[src/rtl/ast_frame_ctrl_pkg.sv]
// Shared types and constants for the frame sequencer.
// Latency: n/a (declarations only).
// Backpressure: n/a.
package ast_frame_ctrl_pkg;

    typedef enum logic [2:0] {
        IDLE    = 3'd0,
        ARM     = 3'd1,
        TRIG    = 3'd2,
        WAIT_FV = 3'd3,
        FRAME   = 3'd4,
        DRAIN   = 3'd5,
        GAP     = 3'd6
    } state_t;

    // Detector threshold/enable used until the first cfg_wr.
    localparam logic [7:0]  DEF_T   = 8'h10;
    localparam logic        DEF_EN  = 1'b0;
    localparam logic [15:0] RST_CNT = 16'h0000;

endpackage

[src/rtl/ast_frame_ctrl_timer.sv]
// Loadable down-counter that saturates at zero; done is high while the count is zero.
// Latency: load takes effect at the next edge; done follows the count combinationally.
// Backpressure: none; load is accepted every cycle and overrides counting.
module ast_frame_ctrl_timer
    import ast_frame_ctrl_pkg::*;
#(
    parameter int W = 32
) (
    input  logic         c,
    input  logic         rst_n,
    input  logic         load,
    input  logic [W-1:0] load_val,
    output logic         done
);

    logic [W-1:0] cnt;

    // Load has priority; otherwise count down and hold at zero.
    always_ff @(posedge c or negedge rst_n) begin
        if (!rst_n) begin
            cnt <= '0;
        end else if (load) begin
            cnt <= load_val;
        end else if (cnt != '0) begin
            cnt <= cnt - 1'b1;
        end
    end

    assign done = (cnt == '0);

endmodule

[src/rtl/ast_frame_ctrl.sv]
// Frame sequencer: periodic camera trigger, between-frame detector config, per-frame corner latch, overrun/timeout flags.
// Latency: trigger rises 2 clocks after run; frame_done pulses DRAIN_CYCLES+1 clocks after fv falls (fv edges seen 1 clock late).
// Backpressure: none; level/strobe inputs always accepted. Macro AST_FRAME_CTRL_LIMIT_EN adds cfg_limit/limited corner-limit gating.
module ast_frame_ctrl
    import ast_frame_ctrl_pkg::*;
#(
    parameter int TRIG_CYCLES    = 8,
    parameter int DRAIN_CYCLES   = 16,
    parameter int TIMEOUT_CYCLES = 1_000_000,
    parameter int PERIOD_W       = 32
) (
    input  logic                c,
    input  logic                rst_n,
    input  logic                run,
    input  logic [PERIOD_W-1:0] cfg_period,
    input  logic [7:0]          cfg_t,
    input  logic                cfg_en,
    input  logic                cfg_wr,
    input  logic                fv,
    input  logic [15:0]         qv_cnt,
`ifdef AST_FRAME_CTRL_LIMIT_EN
    input  logic [15:0]         cfg_limit,
    output logic                limited,
`endif
    output logic                trigger,
    output logic [7:0]          det_t,
    output logic                det_en,
    output logic                frame_done,
    output logic [15:0]         frame_corners,
    output logic [15:0]         frame_num,
    output logic                overrun,
    output logic                timeout,
    input  logic                clr_flags,
    output logic                busy
);

    localparam int TO_MAX = (TIMEOUT_CYCLES > DRAIN_CYCLES) ? TIMEOUT_CYCLES : DRAIN_CYCLES;
    localparam int TW     = $clog2(TO_MAX + 1);
    localparam int CW     = $clog2(TRIG_CYCLES + 1);
    localparam logic [TW-1:0] TO_LOAD   = TW'(TIMEOUT_CYCLES - 1);
    localparam logic [TW-1:0] DR_LOAD   = TW'(DRAIN_CYCLES - 1);
    localparam logic [CW-1:0] TRIG_LOAD = CW'(TRIG_CYCLES - 1);

    state_t                state;
    logic                  fv_d;
    logic                  fv_rise;
    logic                  fv_fall;
    logic [7:0]            sh_t;
    logic                  sh_en;
    logic [CW-1:0]         trig_cnt;
    logic                  gap_first;
    logic                  per_load;
    logic                  per_done;
    logic [PERIOD_W-1:0]   per_val;
    logic                  to_load;
    logic                  to_done;
    logic [TW-1:0]         to_val;
`ifdef AST_FRAME_CTRL_LIMIT_EN
    logic [15:0]           sh_lim;
    logic [15:0]           lim;
`endif

    assign fv_rise = fv & ~fv_d;
    assign fv_fall = ~fv & fv_d;

    // Period restarts at every ARM; a zero period behaves like one.
    assign per_load = (state == ARM);
    assign per_val  = (cfg_period == '0) ? '0 : cfg_period - 1'b1;

    // One counter serves both the trigger-to-fv timeout and the post-frame drain.
    assign to_load  = (state == ARM) || ((state == FRAME) && fv_fall);
    assign to_val   = (state == ARM) ? TO_LOAD : DR_LOAD;

    assign busy     = (state != IDLE);

    ast_frame_ctrl_timer #(.W(PERIOD_W)) u_period (
        .c        (c),
        .rst_n    (rst_n),
        .load     (per_load),
        .load_val (per_val),
        .done     (per_done)
    );

    ast_frame_ctrl_timer #(.W(TW)) u_timeout (
        .c        (c),
        .rst_n    (rst_n),
        .load     (to_load),
        .load_val (to_val),
        .done     (to_done)
    );

    // fv history for edge detection, and the shadow config written at any time.
    always_ff @(posedge c or negedge rst_n) begin
        if (!rst_n) begin
            fv_d   <= 1'b0;
            sh_t   <= DEF_T;
            sh_en  <= DEF_EN;
`ifdef AST_FRAME_CTRL_LIMIT_EN
            sh_lim <= RST_CNT;
`endif
        end else begin
            fv_d <= fv;
            if (cfg_wr) begin
                sh_t   <= cfg_t;
                sh_en  <= cfg_en;
`ifdef AST_FRAME_CTRL_LIMIT_EN
                sh_lim <= cfg_limit;
`endif
            end
        end
    end

    // Frame sequencer with registered outputs; flag sets are placed after clr so a same-cycle set wins.
    always_ff @(posedge c or negedge rst_n) begin
        if (!rst_n) begin
            state         <= IDLE;
            trigger       <= 1'b0;
            det_t         <= DEF_T;
            det_en        <= DEF_EN;
            frame_done    <= 1'b0;
            frame_corners <= RST_CNT;
            frame_num     <= RST_CNT;
            overrun       <= 1'b0;
            timeout       <= 1'b0;
            trig_cnt      <= '0;
            gap_first     <= 1'b0;
`ifdef AST_FRAME_CTRL_LIMIT_EN
            lim           <= RST_CNT;
            limited       <= 1'b0;
`endif
        end else begin
            frame_done <= 1'b0;
            if (clr_flags) begin
                overrun <= 1'b0;
                timeout <= 1'b0;
`ifdef AST_FRAME_CTRL_LIMIT_EN
                limited <= 1'b0;
`endif
            end
            case (state)
                IDLE: begin
                    if (run) state <= ARM;
                end
                ARM: begin
                    det_t    <= sh_t;
                    det_en   <= sh_en;
`ifdef AST_FRAME_CTRL_LIMIT_EN
                    lim      <= sh_lim;
`endif
                    trigger  <= 1'b1;
                    trig_cnt <= TRIG_LOAD;
                    state    <= TRIG;
                end
                TRIG: begin
                    if (trig_cnt == '0) begin
                        trigger <= 1'b0;
                        state   <= WAIT_FV;
                    end else begin
                        trig_cnt <= trig_cnt - 1'b1;
                    end
                end
                WAIT_FV: begin
                    if (fv_rise) begin
                        state <= FRAME;
                    end else if (to_done) begin
                        timeout <= 1'b1;
                        state   <= run ? ARM : IDLE;
                    end
                end
                FRAME: begin
                    if (fv_fall) state <= DRAIN;
                end
                DRAIN: begin
                    if (to_done) begin
                        frame_corners <= qv_cnt;
                        frame_done    <= 1'b1;
                        frame_num     <= frame_num + 1'b1;
                        gap_first     <= 1'b1;
                        state         <= GAP;
                    end
                end
                GAP: begin
                    gap_first <= 1'b0;
                    if (!run) begin
                        state <= IDLE;
                    end else if (per_done) begin
                        if (gap_first) overrun <= 1'b1;
                        state <= ARM;
                    end
                end
                default: state <= IDLE;
            endcase
`ifdef AST_FRAME_CTRL_LIMIT_EN
            if (((state == FRAME) || (state == DRAIN)) && (lim != '0) && (qv_cnt >= lim)) begin
                det_en  <= 1'b0;
                limited <= 1'b1;
            end
`endif
        end
    end

endmodule

[config.mk]
export PLATFORM = sky130hd
export DESIGN_NAME = ast_frame_ctrl
export DESIGN_NICKNAME = d
export VERILOG_FILES = /design/src/rtl/ast_frame_ctrl_pkg.sv /design/src/rtl/ast_frame_ctrl_timer.sv /design/src/rtl/ast_frame_ctrl.sv
export SDC_FILE = /design/constraint.sdc
export NUM_CORES = 1
export LEC_CHECK = 0
export ABC_AREA = 1
export BUFFER_PORTS_ARGS = -buffer_cell sky130_fd_sc_hd__buf_2
export CAP_MARGIN = 40
export CORE_ASPECT_RATIO = 0.6
export CORE_MARGIN = 1
export CORE_UTILIZATION = 45
export CTS_BUF_LIST = sky130_fd_sc_hd__clkbuf_4 sky130_fd_sc_hd__clkbuf_8 sky130_fd_sc_hd__clkbuf_16
export DETAILED_ROUTE_END_ITERATION = 10
export HOLD_SLACK_MARGIN = 0.08
export PLACE_DENSITY = 0.72
export SYNTH_ARGS = -nofsm -noshare
export SYNTH_HDL_FRONTEND = slang
export SYNTH_HIERARCHICAL = 1
export SYNTH_SLANG_ARGS = --single-unit
[constraint.sdc]
create_clock -name c -period 2.61 [get_ports c]
set_clock_uncertainty 0.1 [all_clocks]
set_input_delay 0.1305 -clock c [delete_from_list [all_inputs] [get_ports c]]
set_output_delay 0.1305 -clock c [all_outputs]
set_load 0.01 [all_outputs]
==> results of run 1 <==
==> final timing paths <==
kind | depth (start not counted) | startpoint | endpoint
min in group asynchronous | 3 | rst_n | u_period/cnt[13]
min reg2reg | 2 | frame_corners[12] | frame_corners[12]
max | 10 | u_timeout/cnt[0] | frame_num[4]
max in group asynchronous | 4 | rst_n | u_timeout/cnt[14]
max reg2reg | 10 | u_timeout/cnt[0] | frame_num[4]
min | 5 | cfg_period[4] | u_period/cnt[4]
==> worst max-delay path, stage by stage (launching register included) <==
cell and delay, ns:
dfrtp_1 0.37, inv_1 0.11, ha_1 0.18, nand2_1 0.07, nor4_1 0.27, and3_1 0.25, inv_1 0.12, nor2_4 0.29
buf_4 0.26, nand4_1 0.15, xor2_1 0.18
==> flip-flops by register name, indices dropped and copies added (netlist names), 3 cells and up <==
name           cells
state              3
frame_num         16
sh_t               8
u_period/cnt      32
frame_corners     16
u_timeout/cnt     20
trig_cnt           4
det_t              8
==> repair_timing <==
| item | 4_1_cts | 5_1_grt |
|---|---|---|
| endpoints found under the hold margin | 159 | 0 |
| hold buffers | 66 | 0 |
| buffers inserted | 0 | 2 |
| gates resized for setup | 0 | 3 |
| endpoints found under the setup margin | 0 | 19 |
==> per-layer routing <==
| layer | GRT usage, % | vias up |
|---|---|---|
| met5 | 0 | - |
| met4 | 5.61 | 0 |
| met3 | 6.04 | 21 |
| met2 | 36.2 | 313 |
| met1 | 37.8 | 3504 |
| li1 | - | 3891 |
==> cells in the final DEF (no fill, tap or decap), types with 3 or more instances in the layout <==
| master | n |
|---|---|
| a21oi_1 | 13 |
| buf_2 | 107 |
| buf_4 | 14 |
| bufinv_16 | 3 |
| clkbuf_16 | 17 |
| clkbuf_8 | 3 |
| clkinv_2 | 3 |
| clkinv_4 | 5 |
| clkinvlp_4 | 4 |
| conb_1 | 12 |
| dfrtp_1 | 113 |
| dlygate4sd3_1 | 66 |
| ha_1 | 6 |
| inv_1 | 109 |
| nand2_1 | 376 |
| nand2_2 | 12 |
| nand2_4 | 3 |
| nand3_1 | 54 |
| nand3b_1 | 6 |
| nand4_1 | 26 |
| nor2_1 | 188 |
| nor2_2 | 25 |
| nor2_4 | 8 |
| nor3_1 | 9 |
| o21ai_0 | 55 |
| o21ai_1 | 14 |
| o21bai_1 | 7 |
| or2_2 | 5 |
| xnor2_1 | 15 |
| xor2_1 | 31 |
==> cell families (layout without fill, tap and decap cells) <==
kind of cell	Yosys count	count (layout)	share of synthesized area (%)
XOR/XNOR	46	46	5.32
buffers and inverters	136	336	7.30
other	2	12	0.0992
AND/OR/NAND/NOR	721	721	41.4
adder cells (fa/ha/maj)	6	6	0.991
flip-flops	115	115	38.0
AO/OA/AOI/OAI	95	95	6.84
==> where the power goes <==
part / total [W] / switching [W] / internal, W
clock network: 0.00243 / 0.000858 / 0.00158
logic: 0.00313 / 0.00202 / 0.00111
registers: 0.00282 / 0.000505 / 0.00231
total: 0.00838 / 0.00338 / 0.00500
==> per-stage QoR <==
stage | instance area (um^2) | total power [W] | utilization, % | setup slack (ns) | cells
after floorplan | 7610 | 0.00497 | - | 0.547 | 1131
after global placement | 8430 | 0.00574 | 51.5 | 0.358 | 1457
after detailed placement | 8430 | 0.00580 | 51.5 | 0.194 | 1457
after CTS | 9710 | 0.00835 | 59.4 | 0.151 | 1555
after global routing | 9760 | 0.00898 | 59.7 | -0.00259 | 1559
final | 9760 | 0.00838 | 59.7 | 0.132 | 1559
==> final cells by class <==
| type | count | area share [%] |
|---|---|---|
| inverter | 114 | 4.50 |
| timing repair buffer | 189 | 13.7 |
| sequential | 115 | 29.5 |
| timing repair inverter | 1 | 0.0769 |
| multi-input combinational | 880 | 42.9 |
| clock inverter | 12 | 1.59 |
| clock buffer | 20 | 4.78 |
| tap | 228 | 2.92 |
==> reports/results.txt, run 1 <==
Routed vias -> 7729
Vias in the first global route -> 6976
Pin count of the biggest net entering global routing -> 48
DR WL/cell -> 13.6 um
Worst hold path type -> in2reg
Area contributors post-synth -> dfrtp_1 37%, nand2_1 19%, nor2_1 9.3%, inv_1 5.5%, o21ai_0 3.6%
Die Width -> 169 um
Cells after Synth -> 1121
Synth top cells by count -> 376 x nand2_1, 188 x nor2_1, 113 x dfrtp_1, 110 x inv_1, 55 x o21ai_0
Pwr Density -> 859 nW/um^2
Req. time, crit path -> 2.80 ns
Met2 WL -> 8.65 mm
Clock Latency Late Sink -> 0.42 ns
Post-synth top area cell -> dfrtp_1
Routed Antenna Nets -> 0
Syn avg cell area -> 6.75 um^2
# rows -> 36
CTS H-Tree Depth -> 4
Leak pwr -> 4.65 nW
Max layer used -> met4
Worst-Margin Slew -> 0.758 ns
Remaining global-route overflow -> 0
CP Capture Type -> flip-flop
Nature of the critical path startpoint -> flip-flop
Clock Path Buffers -> 2
Slew margin rel. -> 49.4%
CTS tree -> built
Die area -> 17400 um^2
Seq/Total Area, Yosys -> 38.0%
Hold WS -> 0.0889 ns
Placer Congestion -> 0.928
Total Nets Final -> 1387
P&R area growth vs syn -> 28.9%
Mapped Area -> 7570 um^2
Fin. Hold Viols -> 0
Number of inserted diodes -> 0
Synth top area share -> 37.3%
Routed WL -> 21.2 mm
Num CTS Buffers -> 17
Fin crit share -> 95.0%
Outcome -> complete, no violations
Flops & latches, synth -> 115
Crit path time final -> 2.48 ns
Crit Path Max Fanout -> 13
Top-count cell post-synth -> nand2_1
Final setup viols -> 0
Max Fclk -> 404 MHz
DR vias/cell -> 4.96
First-pass GRT wire length -> 34.2 mm
Routed met3 length -> 1.92 mm
Max VDD drop -> 0.000602 V
Post-route setup TNS -> 0 ns
DRC violations left -> 0
Max-cap viol count -> 0
Number of fill cells -> 1491
Worst EP arrival -> 2.67 ns
Slew Viols, Final -> 0
I/O pin count -> 109
Multi-input gate area -> 4190 um^2
FF+latch area -> 2880 um^2
CTS Root Cell -> clkbuf_16
DP HPWL -> 14.7 mm
Starting Density -> 46.3%
DR iter-0 viols -> 666
Synth Flop Type -> dfrtp_1
Initial antenna violation count -> 0
Netlist cell types -> 42
DIE HEIGHT -> 102 um
First-pass detailed-route iteration total -> 5
Routed metal-1 wirelength -> 10.5 mm
R2r setup slk -> 0.13 ns
EDFF count, synth -> 0
Synth warnings -> 6
Core area -> 16400 um^2
Type of the worst setup path -> reg2reg
CTS clk-pin slew, worst paths -> 0.05 ns
Fraction of layout cells with a size suffix above 1 -> 17.0%
Clock Sinks -> 115
GR Util All Layers -> 25.1%
Ys async rst share -> 100%
# port buffers -> 108
No activity file was read; power rests on OpenSTA's default activity.
==> run 2: changes to the inputs <==
- CORE_UTILIZATION: 45 -> 30
- PLACE_DENSITY: 0.72 -> 0.54
==> run 2 against run 1 <==
Net effect:
- hold slack gained 0.0093 ns
- clock-buffer cell count shrank 1
- die area grew 49%
- cell count grew 6.0%
- sequential power is essentially flat
- maximum frequency grew 5.5%
- flip-flop and latch count is the same
- wire length grew 5.4%
- worst setup slack gained 0.13 ns
- global-route usage shrank 7.3 points
- first-iteration DRC count shrank 16%
- register-to-register slack gained 0.13 ns
- largest cell class unchanged
==> reports/results.txt, run 2 (synthesis results as in run 1) <==
Outcome -> complete, no violations
Slew Viols, Final -> 0 (unchanged)
Most frequent cells in the layout -> 376 x nand2_1, 188 x nor2_1, 113 x dfrtp_1, 110 x inv_1, 107 x buf_2
Max Fclk -> 426 MHz (+5.5%)
First-pass GRT wire length -> 36.9 mm (+7.7%)
Tot Pwr -> 0.00821 W (-2.1%)
Setup repair after global routing missed its margin -> no
Post-Place Cell Area -> 8590 um^2 (+1.9%)
Critical-path top delay cell -> dlygate4sd3_1
Starting Density -> 30.9% (-15 points)
Crit path cell chain -> inv_1 -> ha_1 -> nand2_4 -> nor2_8 -> nand4_1 -> nor3_2 -> nand2_1 -> o21ai_0 -> dlygate4sd3_1
Post-route insts no fill -> 1652 (+6.0%)
Pwr Density -> 838 nW/um^2 (-2.5%)
Slew margin rel. -> 52.9% (+3.5 points)
Regs by FF count -> u_period/cnt: 32 flops, u_timeout/cnt: 20 flops
Post-layout worst setup margin -> 0.261 ns (+0.129 ns)
Type of the worst setup path -> reg2reg
Post-route setup TNS -> 0 ns (unchanged)
P&R area growth vs syn -> 29.4%
Clock Latency Late Sink -> 0.41 ns (about the same)
Routed vias -> 7611 (-1.5%)
Placer Congestion -> 0.873 (-5.9%)
Top delay family on crit path -> simple AND/OR/NAND/NOR gates
Routed WL -> 22.4 mm (+5.4%)
Number of inserted diodes -> 0 (unchanged)
DP Worst Slack -> 0.254 ns (+0.0600 ns)
Core area -> 24500 um^2 (+50%)
Leak pwr -> 4.61 nW (-0.65%)
CP peak stage delay -> 0.56 ns (+0.19 ns)
First-pass detailed-route iteration total -> 5 (unchanged)
Die Width -> 207 um (+22%)
Max VDD drop -> 0.000477 V (-21%)
Largest reg by FF count -> u_period/cnt
DR iter-0 viols -> 559 (-16%)
Clock Sinks -> 115 (unchanged)
Crit path time final -> 2.35 ns (-0.129 ns)
Clock Path Buffers -> 2 (unchanged)
DR vias/cell -> 4.61 (-7.1%)
DP Cell Count -> 1555 (+6.7%)
Final setup viols -> 0 (unchanged)
Remaining global-route overflow -> 0 (unchanged)
CTS clk-pin slew, worst paths -> 0.06 ns (about the same)
Req. time, crit path -> 2.86 ns (+0.06 ns)
Total Nets Final -> 1386 (-0.072%)
Fin. Hold Viols -> 0 (unchanged)
Initial antenna violation count -> 0 (unchanged)
DP HPWL -> 16.8 mm (+14%)
Fraction of layout cells with a size suffix above 1 -> 16.9% (-0.062 points)
I/O pin count -> 109 (unchanged)
Crit path buf inv count -> 2 (-1)
Crit Path Max Fanout -> 9 (-4)
# rows -> 44 (+22%)
Final Instance Area -> 9800 um^2 (+0.46%)
CP Capture Type -> flip-flop
Worst EP arrival -> 2.60 ns (-0.07 ns)
Pin count of the biggest net entering global routing -> 45 (-6.3%)
DRC violations left -> 0 (unchanged)
Max-cap viol count -> 0 (unchanged)
Nature of the critical path startpoint -> flip-flop
GR Util All Layers -> 17.9% (-7.3 points)
DR WL/cell -> 13.5 um (-0.50%)
Worst hold path type -> in2reg
Routed Antenna Nets -> 0 (unchanged)
Leading cell type in the layout, fill and taps excluded -> nand2_1
Worst-Margin Slew -> 0.701 ns (-0.0570 ns)
CTS tree -> built
Num CTS Buffers -> 17 (unchanged)
CTS Root Cell -> clkbuf_16
Die area -> 25900 um^2 (+49%)
# port buffers -> 108 (unchanged)
Vias in the first global route -> 7125 (+2.1%)
Fin crit share -> 90.0% (-5.0 points)
Max reg flops -> 32 (unchanged)
CTS H-Tree Depth -> 4 (unchanged)
DIE HEIGHT -> 125 um (+22%)
Post-CTS Setup Bufs -> 0 (unchanged)
==> run 2: layer usage <==
| metal | global-route usage, % | vias to the layer above | part of all wire (%) |
|---|---|---|---|
| met1 | 28.6 | 3510 | 55 |
| met5 | 0 | - | 0 |
| met2 | 23.7 | 196 | 37 |
| li1 | - | 3896 | - |
| met4 | 3.56 | 0 | 0.56 |
| met3 | 4.17 | 9 | 7.0 |
==> run 2: path summary, 6_finish.rpt <==
| kind | from | cells past startpoint | slack [ns] | to |
|---|---|---|---|---|
| worst min-delay path | cfg_period[4] | 5 | 0.1 | u_period/cnt[4] |
| worst min register to register | frame_corners[14] | 2 | 0.37 | frame_corners[14] |
| max in group asynchronous | rst_n | 3 | 1.50 | sh_t[4] |
| worst max register to register | u_period/cnt[0] | 9 | 0.26 | overrun |
| min in group asynchronous | rst_n | 2 | 0.19 | u_period/cnt[1] |
| worst max-delay path | u_period/cnt[0] | 9 | 0.26 | overrun |
==> run 2: per-stage QoR <==
stage | hold WS (ns) | util [%]
floorplan | -0.265 | -
global placement | 0.0929 | 35.1
detailed placement | 0.0958 | 35.1
CTS | 0.0820 | 40.0
global route | 0.146 | 40.0
finish | 0.0982 | 40.0
==> run 2: layout make-up <==
class | count | area [um^2]
timing repair buffer | 189 | 1340
clock inverter | 13 | 111
multi-input combinational | 880 | 4190
inverter | 114 | 435
fill | 2583 | 14700
sequential | 115 | 2880
tap | 322 | 403
clock buffer | 19 | 447
==> run 2: timing repair <==
action,in CTS,in global routing
hold endpoints to repair,88,0
resized for setup,0,1
endpoints found under the setup margin,0,1
hold buffers,65,0
==> run 2: report_power, final <==
part	total, W	internal [W]	leakage, nW	switching (W)
clock	0.00223	0.00134	0.268	0.000891
combinational	0.00317	0.00113	2.97	0.00204
sequential	0.00281	0.00231	1.37	0.000501
total	0.00821	0.00478	4.61	0.00343
==> run 2: worst reg2reg max path, delay by kind of cell (launching register included) <==
family,cells,cell delay (ns)
flip-flops,1,0.37
adder cells (fa/ha/maj),1,0.25
AO/OA/AOI/OAI,1,0.15
buffers and inverters,2,0.67
AND/OR/NAND/NOR,5,0.76
==> run 3: changes to the inputs <==
- ABC_AREA: 1 -> not set
- PLACE_DENSITY: 0.54 -> 0.55
==> run 3 against run 2 <==
Net effect:
- the run now ends with DRC left
- largest cell class unchanged
- global-route usage is 0.88 points lower
- clock-buffer cell count up 7
- sequential share of layout area increased by 2.6 points
- maximum frequency fell by 9.2%
- flip-flop and latch count did not move
- core utilization rose by 2.5 points
- combinational power shrank 3%
- register-to-register slack got worse by 0.24 ns
- critical path type unchanged
==> reports/results.txt, run 3 <==
Slew margin rel. -> 56.9% (+4.0 points)
Cells after Synth -> 710 (-37%)
Max VDD drop -> 0.000478 V (+0.31%)
Worst hold path type -> in2reg
DIE HEIGHT -> 116 um (-7.0%)
Net switching fraction of the power -> 36.4% (-5.3 points)
Fraction of layout cells with a size suffix above 1 -> 28.3% (+11 points)
Largest reg by FF count -> u_period/cnt
Top-count cell post-synth -> nand2_1
Seq/Total Area, Yosys -> 44.1% (+6.1 points)
Leading cell type in the layout, fill and taps excluded -> nand2_1
First-pass detailed-route iteration total -> 7 (+2)
Most frequent cells in the layout -> 119 x nand2_1, 113 x dfrtp_1, 104 x buf_2, 57 x nor2_1, 57 x dlygate4sd3_1
Type of the worst setup path -> reg2reg
Regs by FF count -> u_period/cnt: 32 flops, u_timeout/cnt: 20 flops
Int Pwr -> 0.00522 W (+9.1%)
Crit path time final -> 2.59 ns (+0.238 ns)
CTS H-Tree Depth -> 4 (unchanged)
Synth Flop Type -> dfrtp_1
DR WL/cell -> 15.0 um (+11%)
DR vias/cell -> 4.85 (+5.2%)
Max Fclk -> 387 MHz (-9.2%)
Net Sw Power -> 0.00299 W (-13%)
Nature of the critical path startpoint -> flip-flop
EDFF count, synth -> 0 (unchanged)
Synth warnings -> 6 (unchanged)
Num CTS Buffers -> 17 (unchanged)
Die Width -> 192 um (-7.1%)
Clock Path Buffers -> 2 (unchanged)
Failing checks -> DRC
Synth top cells by count -> 119 x nand2_1, 113 x dfrtp_1, 59 x nor2_1, 49 x xnor2_1, 38 x nor3_1
Leak pwr -> 3.85 nW (-17%)
Outcome -> finished, violations left
Fin crit share -> 99.1% (+9.1 points)
Crit Path Max Fanout -> 5 (-4)
Starting Density -> 30.8% (-0.082 points)
Placer Congestion -> 0.870 (-0.31%)
Vias in the first global route -> 5444 (-24%)
Max reg flops -> 32 (unchanged)
Flops & latches, synth -> 115 (unchanged)
Routed Antenna Nets -> 0 (unchanged)
I/O pin count -> 109 (unchanged)
Clock Latency Late Sink -> 0.41 ns (about the same)
Worst-Margin Slew -> 0.638 ns (-0.0634 ns)
# port buffers -> 108 (unchanged)
Max-cap viol count -> 0 (unchanged)
CTS Root Cell -> clkbuf_16
Slew Viols, Final -> 0 (unchanged)
Pin count of the biggest net entering global routing -> 53 (+18%)
CP Capture Type -> flip-flop
First-pass GRT wire length -> 29.2 mm (-21%)
Routed WL -> 18.3 mm (-18%)
DR iter-0 viols -> 444 (-21%)
Remaining global-route overflow -> 0 (unchanged)
Logic pwr share -> 37.2% (-1.4 points)
GR Util All Layers -> 17.0% (-0.88 points)
Pwr Density -> 912 nW/um^2 (+8.8%)
Fin. Hold Viols -> 0 (unchanged)
DRC violations left -> 26 (+26)
Post-route insts no fill -> 1215 (-26%)
Req. time, crit path -> 2.84 ns (-0.02 ns)
Mapped Area -> 6530 um^2 (-14%)
Total Nets Final -> 992 (-28%)
Final Instance Area -> 9000 um^2 (-8.1%)
P&R area growth vs syn -> 37.9%
Routed vias -> 5889 (-23%)
Post-layout worst setup margin -> 0.0232 ns (-0.238 ns)
DP HPWL -> 12.9 mm (-23%)
CTS tree -> built
Worst EP arrival -> 2.82 ns (+0.22 ns)
Synth top area share -> 43.3% (+6.0 points)
Clock Sinks -> 115 (unchanged)
Ys async rst share -> 100% (unchanged)
Netlist cell types -> 67 (+60%)
Final setup viols -> 0 (unchanged)
Number of inserted diodes -> 0 (unchanged)
# rows -> 41 (-6.8%)
Flop pwr share -> 35.0% (+0.7 points)
CTS clk-pin slew, worst paths -> 0.06 ns (about the same)
DP Worst Slack -> -0.0918 ns (-0.346 ns)
Post-route setup TNS -> 0 ns (unchanged)
Syn avg cell area -> 9.20 um^2 (+36%)
DP Cell Count -> 1122 (-28%)
Die area -> 22400 um^2 (-14%)
Initial antenna violation count -> 0 (unchanged)
Area contributors post-synth -> dfrtp_1 43%, nand2_1 6.8%, xnor2_1 6.6%, mux2_2 4.7%, nor2_1 3.4%
Post-Place Cell Area -> 7750 um^2 (-9.7%)
Setup repair after global routing missed its margin -> yes
Post-synth top area cell -> dfrtp_1
R2r setup slk -> 0.02 ns (-0.24 ns)
Core area -> 21200 um^2 (-14%)
Clk network pwr share -> 27.7% (+0.5 points)
-- run 3: layout make-up --
type	count	area (um^2)
Fill cell	2105	12200
Multi-Input combinational cell	555	3570
Sequential cell	115	2880
Timing Repair Buffer	215	1550
Clock buffer	26	524
Tap cell	279	349
Inverter	19	71.3
Clock inverter	6	55.1
-- run 3: cell families (layout without fill, tap and decap cells) --
logic type / Yosys count / after routing / synth area share (%)
simple gates: 323 / 323 / 25.2
flops: 115 / 115 / 44.1
compound gates: 113 / 113 / 11.6
xor+xnor: 72 / 72 / 9.66
buf+inv: 50 / 266 / 3.20
mux: 29 / 29 / 4.96
fa+ha+maj: 6 / 6 / 1.15
other cells: 2 / 12 / 0.115
-- run 3: per-layer routing --
metal / vias up / track usage, % / wire length, um
li1: 2918 / - / -
met1: 2783 / 26.4 / 9690
met2: 171 / 22.2 / 7020
met3: 17 / 5.08 / 1360
met4: 0 / 4.51 / 192
met5: - / 0 / 0
-- run 3: power by group through the flow --
stage	Combinational (W)	Sequential, W	Clock [W]
after floorplan	0.00205	0.00281	0
after detailed placement	0.00294	0.00288	0
after global routing	0.00341	0.00297	0.00241
after CTS	0.00304	0.00287	0.00232
after global placement	0.00291	0.00288	0
final	0.00306	0.00288	0.00228
-- run 3: final timing paths --
kind / cells after the start / end / start
max in group asynchronous: 3 / u_period/cnt[8] / rst_n
min: 5 / u_period/cnt[29] / cfg_period[29]
min in group asynchronous: 2 / frame_corners[4] / rst_n
max reg2reg: 8 / frame_num[6] / u_timeout/cnt[17]
min reg2reg: 2 / frame_corners[3] / frame_corners[3]
max: 8 / frame_num[6] / u_timeout/cnt[17]
-- run 3: through the flow --
stage	hold WS [ns]	utilization [%]	power (W)
floorplan	-0.265	-	0.00486
global placement	0.0263	36.6	0.00579
global route	0.120	42.5	0.00879
CTS	0.0879	42.2	0.00823
finish	0.111	42.5	0.00821
detailed placement	0.0407	36.6	0.00582
-- run 3: critical path: stages, from the launching register on --
cell,delay [ns]
dfrtp_1,0.38
or3_4,0.38
or4_4,0.47
nor2_8,0.13
inv_2,0.04
or3_4,0.38
nor3_4,0.33
buf_4,0.17
xor2_1,0.14
-- run 3: what timing repair did --
| item | CTS | global route |
|---|---|---|
| cloned | 0 | 0 |
| pin swaps | 15 | 17 |
| setup buffers | 4 | 4 |
| resized for setup | 3 | 12 |
| endpoints found under the hold margin | 148 | 0 |
| hold buffers | 57 | 0 |
| endpoints found under the setup margin | 10 | 42 |
